--- src/rtl/i2c_pkg.sv ---
// Shared I2C definitions: FSM state encoding (8-bit, same width as the controller
// FSM) and the ACK/NACK bit levels as seen on SDA.
package i2c_pkg;

  typedef enum logic [7:0] {
    IDLE     = 8'h00,
    ADDR     = 8'h01,
    ACK_ADDR = 8'h02,
    DATA     = 8'h03,
    ACK_DATA = 8'h04,
    IGNORE   = 8'h05
  } i2c_state_e;

  localparam logic I2C_ACK  = 1'b0;
  localparam logic I2C_NACK = 1'b1;

endpackage

--- src/rtl/i2c_bus_sync.sv ---
// SCL/SDA synchronizers with SCL edge and START/STOP condition detection.
// Reusable by any I2C target that oversamples the bus on its system clock.
module i2c_bus_sync #(
  parameter int SYNC_STAGES = 2
) (
  input  logic i_clk,
  input  logic i_rst_n,
  input  logic i_scl,
  input  logic i_sda,
  output logic o_scl_rise,
  output logic o_scl_fall,
  output logic o_start,
  output logic o_stop,
  output logic o_sda_s
);

  logic [SYNC_STAGES-1:0] r_scl_sync;
  logic [SYNC_STAGES-1:0] r_sda_sync;
  logic                   r_scl_p;
  logic                   r_sda_p;
  logic                   w_scl_s;
  logic                   w_sda_s;

  // Reset to 1 (idle bus) so releasing reset never fabricates an edge or condition.
  always_ff @(posedge i_clk or negedge i_rst_n) begin
    if (!i_rst_n) begin
      r_scl_sync <= '1;
      r_sda_sync <= '1;
      r_scl_p    <= 1'b1;
      r_sda_p    <= 1'b1;
    end else begin
      r_scl_sync <= {r_scl_sync[SYNC_STAGES-2:0], i_scl};
      r_sda_sync <= {r_sda_sync[SYNC_STAGES-2:0], i_sda};
      r_scl_p    <= w_scl_s;
      r_sda_p    <= w_sda_s;
    end
  end

  assign w_scl_s = r_scl_sync[SYNC_STAGES-1];
  assign w_sda_s = r_sda_sync[SYNC_STAGES-1];

  assign o_scl_rise = w_scl_s & ~r_scl_p;
  assign o_scl_fall = ~w_scl_s & r_scl_p;
  assign o_start    = w_scl_s & r_scl_p & r_sda_p & ~w_sda_s;
  assign o_stop     = w_scl_s & r_scl_p & ~r_sda_p & w_sda_s;
  assign o_sda_s    = w_sda_s;

endmodule

--- src/rtl/i2c_target_rx.sv ---
// Write-only I2C target: matches a 7-bit address, ACKs, and hands each received
// data byte to local logic through a valid/ready handshake.
module i2c_target_rx
  import i2c_pkg::*;
#(
  parameter logic [6:0] TARGET_ADDR = 7'h42,
  parameter int         SYNC_STAGES = 2
) (
  input  logic       clk,
  input  logic       rst,
  input  logic       scl_in,
  input  logic       sda_in,
  output logic       sda_oe,
  output logic [7:0] rx_data,
  output logic       rx_valid,
  input  logic       rx_ready,
  output logic       busy,
  output logic       stop_det
);

  logic       w_scl_rise;
  logic       w_scl_fall;
  logic       w_start;
  logic       w_stop;
  logic       w_sda_s;

  i2c_state_e r_state,    w_state_nx;
  logic [3:0] r_cnt,      w_cnt_nx;
  logic [7:0] r_shift,    w_shift_nx;
  logic [7:0] r_rx_data,  w_rx_data_nx;
  logic       r_rx_valid, w_rx_valid_nx;
  logic       r_sda_oe,   w_sda_oe_nx;
  logic       r_busy,     w_busy_nx;
  logic       r_stop_det, w_stop_det_nx;
  logic       r_ack_bit,  w_ack_bit_nx;

  i2c_bus_sync #(
    .SYNC_STAGES(SYNC_STAGES)
  ) u_sync (
    .i_clk     (clk),
    .i_rst_n   (rst),
    .i_scl     (scl_in),
    .i_sda     (sda_in),
    .o_scl_rise(w_scl_rise),
    .o_scl_fall(w_scl_fall),
    .o_start   (w_start),
    .o_stop    (w_stop),
    .o_sda_s   (w_sda_s)
  );

  always_ff @(posedge clk or negedge rst) begin
    if (!rst) begin
      r_state    <= IDLE;
      r_cnt      <= 4'd0;
      r_shift    <= 8'd0;
      r_rx_data  <= 8'd0;
      r_rx_valid <= 1'b0;
      r_sda_oe   <= 1'b0;
      r_busy     <= 1'b0;
      r_stop_det <= 1'b0;
      r_ack_bit  <= I2C_NACK;
    end else begin
      r_state    <= w_state_nx;
      r_cnt      <= w_cnt_nx;
      r_shift    <= w_shift_nx;
      r_rx_data  <= w_rx_data_nx;
      r_rx_valid <= w_rx_valid_nx;
      r_sda_oe   <= w_sda_oe_nx;
      r_busy     <= w_busy_nx;
      r_stop_det <= w_stop_det_nx;
      r_ack_bit  <= w_ack_bit_nx;
    end
  end

  always_comb begin
    w_state_nx    = r_state;
    w_cnt_nx      = r_cnt;
    w_shift_nx    = r_shift;
    w_rx_data_nx  = r_rx_data;
    w_rx_valid_nx = 1'b0;
    w_sda_oe_nx   = r_sda_oe;
    w_busy_nx     = r_busy;
    w_stop_det_nx = 1'b0;
    w_ack_bit_nx  = r_ack_bit;

    // Bus conditions pre-empt bit handling in every state; STOP wins over START.
    if (w_stop) begin
      w_state_nx    = IDLE;
      w_sda_oe_nx   = 1'b0;
      w_busy_nx     = 1'b0;
      w_stop_det_nx = 1'b1;
    end else if (w_start) begin
      w_state_nx  = ADDR;
      w_cnt_nx    = 4'd0;
      w_shift_nx  = 8'd0;
      w_sda_oe_nx = 1'b0;
      w_busy_nx   = 1'b0;
    end else begin
      case (r_state)
        IDLE: begin
          w_sda_oe_nx = 1'b0;
        end
        ADDR: begin
          if (r_cnt != 4'd8 && w_scl_rise) begin
            w_shift_nx = {r_shift[6:0], w_sda_s};
            w_cnt_nx   = r_cnt + 4'd1;
          end else if (r_cnt == 4'd8 && w_scl_fall) begin
            if (r_shift[7:1] == TARGET_ADDR && r_shift[0] == 1'b0) begin
              w_state_nx  = ACK_ADDR;
              w_sda_oe_nx = 1'b1;
              w_busy_nx   = 1'b1;
            end else begin
              w_state_nx  = IGNORE;
              w_sda_oe_nx = 1'b0;
            end
          end
        end
        ACK_ADDR: begin
          if (w_scl_fall) begin
            w_sda_oe_nx = 1'b0;
            w_cnt_nx    = 4'd0;
            w_state_nx  = DATA;
          end
        end
        DATA: begin
          if (r_cnt != 4'd8 && w_scl_rise) begin
            w_shift_nx = {r_shift[6:0], w_sda_s};
            w_cnt_nx   = r_cnt + 4'd1;
            // The 8th bit completes the byte: present it and decide ACK/NACK now.
            if (r_cnt == 4'd7) begin
              w_rx_data_nx  = {r_shift[6:0], w_sda_s};
              w_rx_valid_nx = rx_ready;
              w_ack_bit_nx  = rx_ready ? I2C_ACK : I2C_NACK;
            end
          end else if (r_cnt == 4'd8 && w_scl_fall) begin
            w_state_nx  = ACK_DATA;
            w_sda_oe_nx = (r_ack_bit == I2C_ACK);
          end
        end
        ACK_DATA: begin
          if (w_scl_fall) begin
            w_sda_oe_nx = 1'b0;
            if (r_ack_bit == I2C_ACK) begin
              w_cnt_nx   = 4'd0;
              w_state_nx = DATA;
            end else begin
              w_state_nx = IGNORE;
            end
          end
        end
        IGNORE: begin
          w_sda_oe_nx = 1'b0;
        end
        default: begin
          w_state_nx  = IDLE;
          w_sda_oe_nx = 1'b0;
          w_busy_nx   = 1'b0;
        end
      endcase
    end
  end

  assign sda_oe   = r_sda_oe;
  assign rx_data  = r_rx_data;
  assign rx_valid = r_rx_valid;
  assign busy     = r_busy;
  assign stop_det = r_stop_det;

endmodule

--- config.mk ---
export PLATFORM = sky130hd
export DESIGN_NAME = i2c_target_rx
export DESIGN_NICKNAME = d
export VERILOG_FILES = /design/src/rtl/i2c_pkg.sv /design/src/rtl/i2c_bus_sync.sv /design/src/rtl/i2c_target_rx.sv
export SDC_FILE = /design/constraint.sdc
export NUM_CORES = 1
export LEC_CHECK = 0
export BUFFER_PORTS_ARGS = -buffer_cell sky130_fd_sc_hd__buf_2
export CORE_ASPECT_RATIO = 1.4
export CORE_UTILIZATION = 30
export CTS_BUF_LIST = sky130_fd_sc_hd__clkbuf_4 sky130_fd_sc_hd__clkbuf_8 sky130_fd_sc_hd__clkbuf_16
export DETAILED_ROUTE_END_ITERATION = 10
export GPL_ROUTABILITY_DRIVEN = 0
export GPL_TIMING_DRIVEN = 1
export PLACE_DENSITY_LB_ADDON = 0.12
export SLEW_MARGIN = 40
export SYNTH_ARGS = -nofsm -noshare
export SYNTH_HDL_FRONTEND = slang
export SYNTH_SLANG_ARGS = --single-unit
--- constraint.sdc ---
create_clock -name clk -period 4.2 [get_ports clk]
set_clock_uncertainty 0.1 [all_clocks]
set_input_delay 0.84 -clock clk [delete_from_list [all_inputs] [get_ports clk]]
set_output_delay 0.84 -clock clk [all_outputs]
set_load 0.05 [all_outputs]
; ---- After elaboration in Yosys (flattened, before gate mapping)
; Index checks and enable logic that the tools add are counted.
[classes]
addsub = 1
n_mul = 0
n_div = 0
magnitude_cmp = 0
eq_ne = 23
n_shift = 0
n_mux = 42
bitwise = 15
reduce_logical = 17
[op_table]
columns = operator, n
row1 = $mux W8, 11
row2 = $pmux W8 S5, 1
row3 = $ne A4 B2 Y1 const B, 7
row4 = $mux W1, 20
row5 = $mux W4, 5
row6 = $eq A8 B2 Y1 const B, 2
row7 = $eq A8 B3 Y1 const B, 2
row8 = $pmux W4 S3, 1
row9 = $reduce_and A5 Y1, 2
row10 = $ne A3 B1 Y1 const B, 3
row11 = $ne A3 B2 Y1 const B, 3
row12 = $eq A8 B1 Y1 const B, 1
row13 = $logic_not A8 Y1, 1
row14 = $not A1 Y1, 8
row15 = $and A1 B1 Y1, 7
row16 = $eq A7 B7 Y1 const B, 1
row17 = $reduce_and A7 Y1, 1
row18 = $mux W3, 2
row19 = $reduce_and A6 Y1, 1
row20 = $reduce_or A2 Y1, 3
row21 = $reduce_or A5 Y1, 1
row22 = $add A4 B1 Y4 const B, 1
row23 = $eq A4 B3 Y1 const B, 1
row24 = $eq A4 B4 Y1 const B, 1
row25 = other kinds (9), 12
[word_totals]
ff_bits = 39
latchBits = 0
ram_bits = 0
rom_bits = 0
in_bits = 5
output_inout_bits = 12
word_cells = 111
memories = 0

; ---- Logic depth before layout (Yosys ltp)
[logic_depth]
depth_word = 8
ltp_mapped = 6
mapped_depth_nobuf = 6

; ---- Hierarchy
; Synthesis repeated with hierarchy kept, for this count alone.
[unflattened]
hier_cells = 139
area_unflattened_um2 = 1635.3
[by_module_without_submodules]
columns = module, n_inst, cells_each, area_per_inst_um2, seq_area_each_um2
row1 = i2c_target_rx, 1, 129, 1445.1, 701.9
row2 = i2c_bus_sync, 1, 10, 190.2, 157.7

; ---- Worst setup path before layout
; Ideal clock, no wire load.
[synth_timing]
path_type = flip-flop to flip-flop
from = reg u_sync.r_scl_sync[1]
to = reg r_rx_data[0] (netlist: rx_data[0])
setup_ns = 0.125
arrival_time_ns = 1.574
t_required_ns = 3.975
path_slack_ns = 2.401
stages_incl_launch_ff = 4
n_path_buf = 0
period_less_slack_ns = 1.799
path_cell_list = dfstp_2 > nand4bb_2 > nor4_4 > mux2_2
[synth_via]
elab_chain_len = 5
word_cells_on_any_way = 10
cone_classes = bitwise: 8 / reduce/logical: 2
[synth_rtl]
columns = item, line_no
row1 = "start, declared", i2c_bus_sync.sv:17  ; logic [SYNC_STAGES-1:0] r_scl_sync;
row2 = "start signal, assigned", i2c_bus_sync.sv:32  ; r_scl_sync <= {r_scl_sync[SYNC_STAGES-2:0], i_scl};
row3 = $and A1 B1 Y1, "i2c_bus_sync.sv:44, i2c_bus_sync.sv:45"
row4 = "$and A1 B1 Y1, on equally long branches (2 in series)", "i2c_bus_sync.sv:44, i2c_bus_sync.sv:45"
row5 = $not A1 Y1 (no source line), n/a
row6 = $reduce_and A5 Y1 (no source line) *, n/a
row7 = "end signal, assigned", i2c_target_rx.sv:66  ; r_rx_data <= w_rx_data_nx;
row8 = "end, declared", i2c_target_rx.sv:30  ; logic [7:0] r_rx_data, w_rx_data_nx;
; Mark *: on every way between the ends. The rest lies on a longest branch, timed or not.
; A chain may end at the register's enable or synchronous reset.

; ---- Worst setup path in the final report
[layout_timing]
from = reg r_state[2]
to = reg r_rx_data[6] (netlist: rx_data[6])
[layout_via]
elab_chain_len = 2
[layout_rtl]
columns = item, line_no
row1 = "start, declared", i2c_target_rx.sv:27  ; i2c_state_e r_state, w_state_nx;
row2 = "start signal, assigned", i2c_target_rx.sv:63  ; r_state <= w_state_nx;
row3 = $eq A8 B2 Y1, i2c_target_rx.sv:99  ; case (r_state)
row4 = $reduce_and A5 Y1 (no source line), n/a
; Every way passes these cells.

==> metrics.txt <==
DIE AREA=5470 sq um; yosys warns=0; layout cells sized above 1=27.3%; Post-DRT Antenna Nets=0; average size of a mapped cell=10.9 sq um; syn nets=149; worst path cell trace=nand4bb_2, nor4_4, mux2_2; Crit. End Element=flip-flop; RSZ-0062 raised after global routing=false; Max Cap Viol=0; Worst-path clk slew=0.07 ns; required time of the worst setup path=4.27 ns; Clock Path Buffers=2; Vias/cell=5.05; post-cts sizing count=0; initial antenna violation count=0; Seq/Total Area, Yosys=55.4%; Top FF cell, synth=dfrtp_1; cell family contributing the most delay on the critical path=simple AND/OR/NAND/NOR gates; via count=1136; worst skew pair latency=0.28 ns; I/O Pins=17; Sink Count=34; Post-DP HPWL=2.17 mm; type of origin of the critical path=flip-flop; HP Class=flip-flop to flip-flop; #FFs+latches synth=34; Num CTS Buffers=5; Min Hold Slack=0.257 ns; endpoints failing setup=0; Core Region=4920 sq um; outcome=finished, final reports clean; slowest CP cell=nor4_4; ranking of synthesized cells by area=dfrtp_1, dfstp_2, mux2_2; first-pass GRT wire length=5.25 mm; post-synth top area share=43.5%; hold_buf cts=0; FP Rows=30; slew margin rel.=53.4%; Synth-to-Final Area Change=15.5%; H-tree depth=2; Setup Buffers After CTS=0; most frequent cells in the layout=dfrtp_1, nand2_1, buf_2, o21ai_0; pin count of the biggest net entering global routing=35; TNS Setup=0 ns; Max Freq=0.473 GHz; Total GRT Usage=12.7%; Initial Utilization=31.6%; TritonCTS clock tree=yes; minimum clock period=2.12 ns; IR drop worst, VDD=0.000255 V; PD cells=491 nW/um^2; final period utilization=50.4%; most common cell after layout, fill and taps aside=dfrtp_1; CTS Root Buffer Type=clkbuf_8; wire length per cell=14.0 um; DRC Markers=0; CP Data Arrival Time=2.19 ns; DIE HEIGHT=87.1 um; crit path buf inv count=0; width of the chip=62.8 um; drt initial violations=115; fraction of registers with async set/reset=100%; worst-path maximum fanout=12; leakage power=0.000816 uW; area leader, netlist=dfrtp_1; Post-Syn Instances=142; Layout Utilization=36.5%; final wirelength=3.14 mm; Netlist cell types=42; Slew Limit Fails=0; filler cell count=505; IO buf count=16; Final #Nets=167; vias in the first global route=1116; peak per-stage delay on the critical path=0.64 ns; n_diodes=0; Worst Tran Pin Value=0.694 ns; Setup CP Type=flip-flop to flip-flop; final hold violation count=0; gr ovfl total=0; Mapped Area=1550 sq um; DRT Pass-1 Iters=4; Total Power=881 uW; number of flops mapped to enable cells by yosys=0
## area by class of cell
type                    count  area [sq um]  area share (%)
clock inverters             2          12.5           0.698
inverters                   4          15.0           0.837
repair buffers             16          82.6            4.61
well taps                  64          80.1            4.47
multi-input cells          99           661            36.8
clock buffers               6          82.6            4.61
flip-flops and latches     34           860            47.9
## path summary, 6_finish.rpt
path                                      startpoint                    to  slack, ns  cells past startpoint
worst max-delay path                      r_state[2]            rx_data[6]       2.08                      3
worst min-delay path            u_sync.r_scl_sync[0]  u_sync.r_scl_sync[1]       0.26                      0
worst max register to register            r_state[2]            rx_data[6]       2.08                      3
worst min register to register  u_sync.r_scl_sync[0]  u_sync.r_scl_sync[1]       0.26                      0
max in group asynchronous                        rst  u_sync.r_sda_sync[1]       3.27                      1
min in group asynchronous                        rst              stop_det       0.39                      1
## per-stage QoR
step	instance area, sq um	setup slack [ns]	std cells
after global placement	1690	2.06	217
after detailed placement	1700	2.08	217
final	1790	2.08	225
after CTS	1790	2.08	225
after floorplan	1550	2.40	142
after global routing	1790	1.94	225
## power breakdown
part           switching, uW  internal (uW)
Sequential              71.6            386
Clock                    120            132
Combinational           96.7           74.6
## layer usage
metal  wire length (um)  global-route usage [%]  up-vias
met2               1620                    22.6       28
li1                   -                       -      544
met3                126                    2.88        5
met5                  0                       0        -
met1               1330                    13.8      559
met4                 72                    7.19        0
## synthesized netlist by cell type, drive strengths merged, types with 3 or more instances
| cell type | instances |
|---|---|
| dfrtp | 27 |
| inv | 4 |
| nor2 | 8 |
| nand2 | 24 |
| o211ai | 3 |
| nand2b | 3 |
| clkbuf | 3 |
| nand3 | 6 |
| dfstp | 7 |
| o21ai | 10 |
| mux2 | 8 |
## state kept, by name, indices dropped and copies added, names as in the netlist, 2 cells and up
register           count
rx_data                8
r_state                3
u_sync.r_scl_sync      2
r_cnt                  4
u_sync.r_sda_sync      2
r_shift                8
## cell families (layout without fill, tap and decap cells)
| kind of cell | after synthesis | in the layout | synth area share, % |
|---|---|---|---|
| compound gates | 27 | 27 | 11.4 |
| xor+xnor | 1 | 1 | 0.564 |
| flops | 34 | 34 | 55.4 |
| buf+inv | 9 | 28 | 2.50 |
| simple gates | 60 | 60 | 22.1 |
| mux | 9 | 9 | 6.45 |
| fa+ha+maj | 2 | 2 | 1.61 |
Note: power is estimated with default switching activity, not from simulation.
